`src/rtl/jk_excite_driver.sv`:
```
// Drives a JK register bank toward a target word through the bank's excitation
// inputs, verifies the result from Q feedback and re-drives a limited number of times.
module jk_excite_driver #(
  parameter int W         = 8,
  parameter int MAX_RETRY = 3
) (
  input  logic         clk,
  input  logic         rst,
  input  logic         tgt_valid,
  input  logic [W-1:0] tgt_data,
  output logic         tgt_ready,
  output logic [W-1:0] jk_j,
  output logic [W-1:0] jk_k,
  input  logic [W-1:0] q_fb,
  output logic         busy,
  output logic         done,
  output logic         err,
  output logic [W-1:0] err_mask
);

  localparam int RW = (MAX_RETRY > 0) ? $clog2(MAX_RETRY + 1) : 1;

  typedef enum logic [1:0] {
    IDLE,
    DRIVE,
    SETTLE,
    CHECK
  } state_t;

  state_t        state_q, state_d;
  logic [W-1:0]  tgt_q, tgt_d;
  logic [W-1:0]  j_q, j_d;
  logic [W-1:0]  k_q, k_d;
  logic [W-1:0]  mask_q, mask_d;
  logic [RW-1:0] retry_q, retry_d;
  logic          done_q, done_d;
  logic          err_q, err_d;

  always_ff @(posedge clk) begin
    if (rst) begin
      state_q <= IDLE;
      tgt_q   <= '0;
      j_q     <= '0;
      k_q     <= '0;
      mask_q  <= '0;
      retry_q <= '0;
      done_q  <= 1'b0;
      err_q   <= 1'b0;
    end else begin
      state_q <= state_d;
      tgt_q   <= tgt_d;
      j_q     <= j_d;
      k_q     <= k_d;
      mask_q  <= mask_d;
      retry_q <= retry_d;
      done_q  <= done_d;
      err_q   <= err_d;
    end
  end

  // In this bank J alone clears and K alone sets; the toggle code is never produced.
  always_comb begin
    state_d = state_q;
    tgt_d   = tgt_q;
    j_d     = '0;
    k_d     = '0;
    mask_d  = mask_q;
    retry_d = retry_q;
    done_d  = 1'b0;
    err_d   = 1'b0;
    case (state_q)
      IDLE: begin
        if (tgt_valid) begin
          tgt_d   = tgt_data;
          mask_d  = '0;
          retry_d = '0;
          j_d     = q_fb & ~tgt_data;
          k_d     = ~q_fb & tgt_data;
          state_d = DRIVE;
        end
      end
      DRIVE:  state_d = SETTLE;
      SETTLE: state_d = CHECK;
      CHECK: begin
        if (q_fb == tgt_q) begin
          done_d  = 1'b1;
          state_d = IDLE;
        end else if (retry_q < RW'(MAX_RETRY)) begin
          retry_d = retry_q + RW'(1);
          mask_d  = q_fb ^ tgt_q;
          j_d     = q_fb & ~tgt_q;
          k_d     = ~q_fb & tgt_q;
          state_d = DRIVE;
        end else begin
          err_d   = 1'b1;
          mask_d  = q_fb ^ tgt_q;
          state_d = IDLE;
        end
      end
      default: state_d = IDLE;
    endcase
  end

  assign tgt_ready = (state_q == IDLE);
  assign busy      = (state_q != IDLE);
  assign jk_j      = j_q;
  assign jk_k      = k_q;
  assign done      = done_q;
  assign err       = err_q;
  assign err_mask  = mask_q;

endmodule

```
`config.mk`:
```
export PLATFORM = sky130hd
export DESIGN_NAME = jk_excite_driver
export DESIGN_NICKNAME = d
export VERILOG_FILES = /design/src/rtl/jk_excite_driver.sv
export SDC_FILE = /design/constraint.sdc
export NUM_CORES = 1
export LEC_CHECK = 0
export CAP_MARGIN = 20
export CORE_AREA = 2 2 75 77
export CTS_CLUSTER_DIAMETER = 120
export DETAILED_ROUTE_END_ITERATION = 8
export DIE_AREA = 0 0 77 79
export PLACE_DENSITY_LB_ADDON = 0.08
export SYNTH_ARGS = -nofsm -noshare
export SYNTH_HDL_FRONTEND = slang
export SYNTH_SLANG_ARGS = --single-unit
```
`constraint.sdc`:
```
create_clock -name clk -period 3.7 [get_ports clk]
set_clock_uncertainty 0.2 [all_clocks]
set_input_delay 0.555 -clock clk [delete_from_list [all_inputs] [get_ports clk]]
set_output_delay 0.555 -clock clk [all_outputs]
set_load 0.01 [all_outputs]
```
==> results.py <==
metrics = {
    "setup_path": {
        "cp_max_fo": 9,
        "r2r_cells": 6,
        "worstSetupStartpointType": "input pin",
        "cp.arrival_ps": 2450,
        "rr_startpoint": "state_q[0]$_SDFFE_PP0P_",
        "end_kind": "flip-flop",
        "rrSetupSlack_ps": 1720,
        "critPathSlowestCell": "clkdlybuf4s50_1",
        "cp_cell_sequence": "clkdlybuf4s50_1 -> inv_1 -> ha_1 -> nand4_1 -> o32a_1 -> mux2i_1 -> nor2_1",
        "worstPathRequired_ps": 3680,
        "critPathMaxStageDelay_ps": 510,
        "endpoint": "err_mask[0]$_SDFFE_PP0P_",
        "crit_path_start": "q_fb[2]",
        "reg2reg_to": "err_mask[0]$_SDFFE_PP0P_",
        "path_class": "input pin to flip-flop",
    },
    "clock_tree": {
        "clk_pin_slew_ps": 80,
        "cts_buffer_depth": 2,
        "cts_buffers": 5,
        "post_cts_buffers": 0,
        "clk_latency_ps": 290,
        "post_cts_resized": 0,
        "clock-sinks": 38,
        "ctsHoldBuffers": 0,
        "cts_tree": "done",
        "htree_num_levels": 2,
        "ctsRootBufferMaster": "clkbuf_8",
    },
    "grt": {
        "grt-ovfl-total": 0,
        "grt_pass1_vias": 1326,
        "met2_usage_pct": 21.05,
        "grtUsageTotal_pct": 13.69,
        "grt_pass1_wl_um": 6472,
        "antenna_found_initial": 0,
        "grt_start_max_net_pins": 25,
        "grt_use_met3_pct": 3.750,
        "grtUsageMet1_pct": 18.06,
        "grt-busiest-layer": "met2",
    },
    "finish": {
        "nNetsFinal": 273,
        "multi_input_area_sq_um": 828.3,
        "mostFrequentLayoutCell": "clkdlybuf4s50_1",
        "fillCellCount": 563,
        "final_cell_mix": "46 x clkdlybuf4s50_1, 38 x dfxtp_1, 30 x inv_1",
        "synthToLayoutAreaGrowth_pct": 35.73,
        "layoutNonFillerInstCount": 308,
        "diodes": 0,
        "seq_area_sq_um": 760.7,
        "drive_gt1_share_pct": 8.051,
    },
    "synthesis": {
        "synth.area.top_cells": "dfxtp_1 43%, ha_1 14%, a32o_1 9.1%",
        "syn_nets": 222,
        "avgSynthCellArea_sq_um": 9.534,
        "synth-edff-count": 0,
        "synth_top_area_share_pct": 43.37,
        "ys_types": 32,
        "seq_area_frac_synth_pct": 43.37,
        "yosys_warnings": 0,
        "synthFlopType": "dfxtp_1",
        "yosysTopAreaCell": "dfxtp_1",
        "synth_cells": 184,
        "netlist_area_sq_um": 1754,
        "ys_ff_latch": 38,
        "synthArstFlopShare_pct": 0,
    },
    "route": {
        "wl_um": 3848,
        "drtPass1Iterations": 4,
        "drcViolationCount": 0,
        "antenna_left": 0,
        "wire_per_inst_um": 12.49,
        "num_vias": 1391,
        "drtIter0Drc": 60,
        "via_per_inst": 4.516,
    },
    "timing": {
        "min_period_over_period_pct": 66.80,
        "slew_headroom_pct": 67.23,
        "slew_violations": 0,
        "setup-violations-final": 0,
        "max_freq_mhz": 404.6,
        "worstMarginPinSlew_ps": 490.9,
        "tns_ps": 0,
        "hold_viol": 0,
        "rsz0062_at_grt": "no",
        "finalCriticalPeriod_ps": 2471,
    },
    "floorplan": {
        "die_x_um": 77,
        "die-area_sq_um": 6083,
        "start_util_pct": 32.86,
        "ios": 47,
        "die-height_um": 79,
        "placementRows": 27,
        "core_sq_um": 5338,
    },
    "min_path": {
        "hp-class": "flip-flop to flip-flop",
        "holdPathStages": 2,
    },
    "placement": {
        "place.port_buffers": 46,
        "dp_hpwl_um": 2799,
        "dp.cells": 300,
        "gp_congestion": 0.7950,
    },
    "flow_run": {
        "cap_violations": 0,
    },
    "run_status": {
        "status": "completed",
    },
    "power_and_ir_drop": {
        "power.leakage_nw": 0.9630,
        "power.density_nw_per_um2": 434.9,
        "irDropWorstVdd_uv": 241.4,
    },
}
## power by group
group          switching [mW]  internal, mW  total (mW)
Sequential             0.0168         0.439       0.456
Combinational           0.150         0.129       0.279
Clock                   0.151         0.150       0.301
Total                   0.318         0.718        1.04
## worst min path at each step
stage | startpoint | to
4_1_cts | err_mask[6]$_SDFFE_PP0P_ | err_mask[6]$_SDFFE_PP0P_
3_5_place_dp | err_mask[6]$_SDFFE_PP0P_ | err_mask[6]$_SDFFE_PP0P_
5_1_grt | retry_q[1]$_SDFFE_PP0P_ | retry_q[1]$_SDFFE_PP0P_
6_report | tgt_q[4]$_SDFFE_PP0P_ | tgt_q[4]$_SDFFE_PP0P_
2_1_floorplan | tgt_q[0]$_SDFFE_PP0P_ | tgt_q[0]$_SDFFE_PP0P_
3_3_place_gp | tgt_q[3]$_SDFFE_PP0P_ | tgt_q[3]$_SDFFE_PP0P_
## per-stage QoR
step / setup slack [ps] / util [%] / cell area [sq um] / power [mW] / hold slack, ps
after floorplan: 1684 / - / 1754 / 0.6399 / 253.0
after global placement: 931.1 / 42.83 / 2286 / 0.7484 / 264.4
after detailed placement: 915.3 / 42.83 / 2286 / 0.7487 / 260.2
after CTS: 1222 / 44.61 / 2381 / 1.052 / 280.4
after global routing: 1100 / 44.61 / 2381 / 1.104 / 309.3
final: 1229 / 44.61 / 2381 / 1.035 / 277.4
## flip-flops by register name, summed over array words and instances (netlist names)
| signal | cells |
|---|---|
| err | 1 |
| done | 1 |
| retry_q | 2 |
| jk_j | 8 |
| state_q | 2 |
| tgt_q | 8 |
| err_mask | 8 |
| jk_k | 8 |
## cell families (layout without fill, tap and decap cells)
kind of cell    Yosys count  after routing  synth area share (%)
simple gates             49             49                 14.34
buf+inv                  37             89                 9.415
compound gates           34             34                 15.34
mux                       7              7                 3.994
flops                    38             38                 43.37
fa+ha+maj                19             19                 13.55
## worst max-delay path: cells and delay by family
kind	cells	cell delay [ps]
AO/OA/AOI/OAI	1	510
AND/OR/NAND/NOR	2	240
adder cells (fa/ha/maj)	1	340
buffers and inverters	2	580
multiplexers	1	220
## Yosys cell counts (3+ instances only)
cell and n:
ha_1 19, nor2_1 15, buf_6 3, a21oi_1 10
a32o_1 16, mux2i_1 7, inv_1 30, dfxtp_1 38
nand2_1 17
## metal layers
layer,up-vias,part of all wire (%)
met5,-,0
met4,0,1.5
met1,632,50
li1,724,-
met3,5,4.3
met2,30,44
## area by class of cell
class,instances,area share [%]
Clock inverter,2,0.5255
Sequential cell,38,31.95
Tap cell,72,3.784
Inverter,31,4.887
Multi-Input combinational cell,109,34.79
Timing Repair Buffer,50,20.60
Clock buffer,6,3.468
No activity file was read; power rests on OpenSTA's default activity.
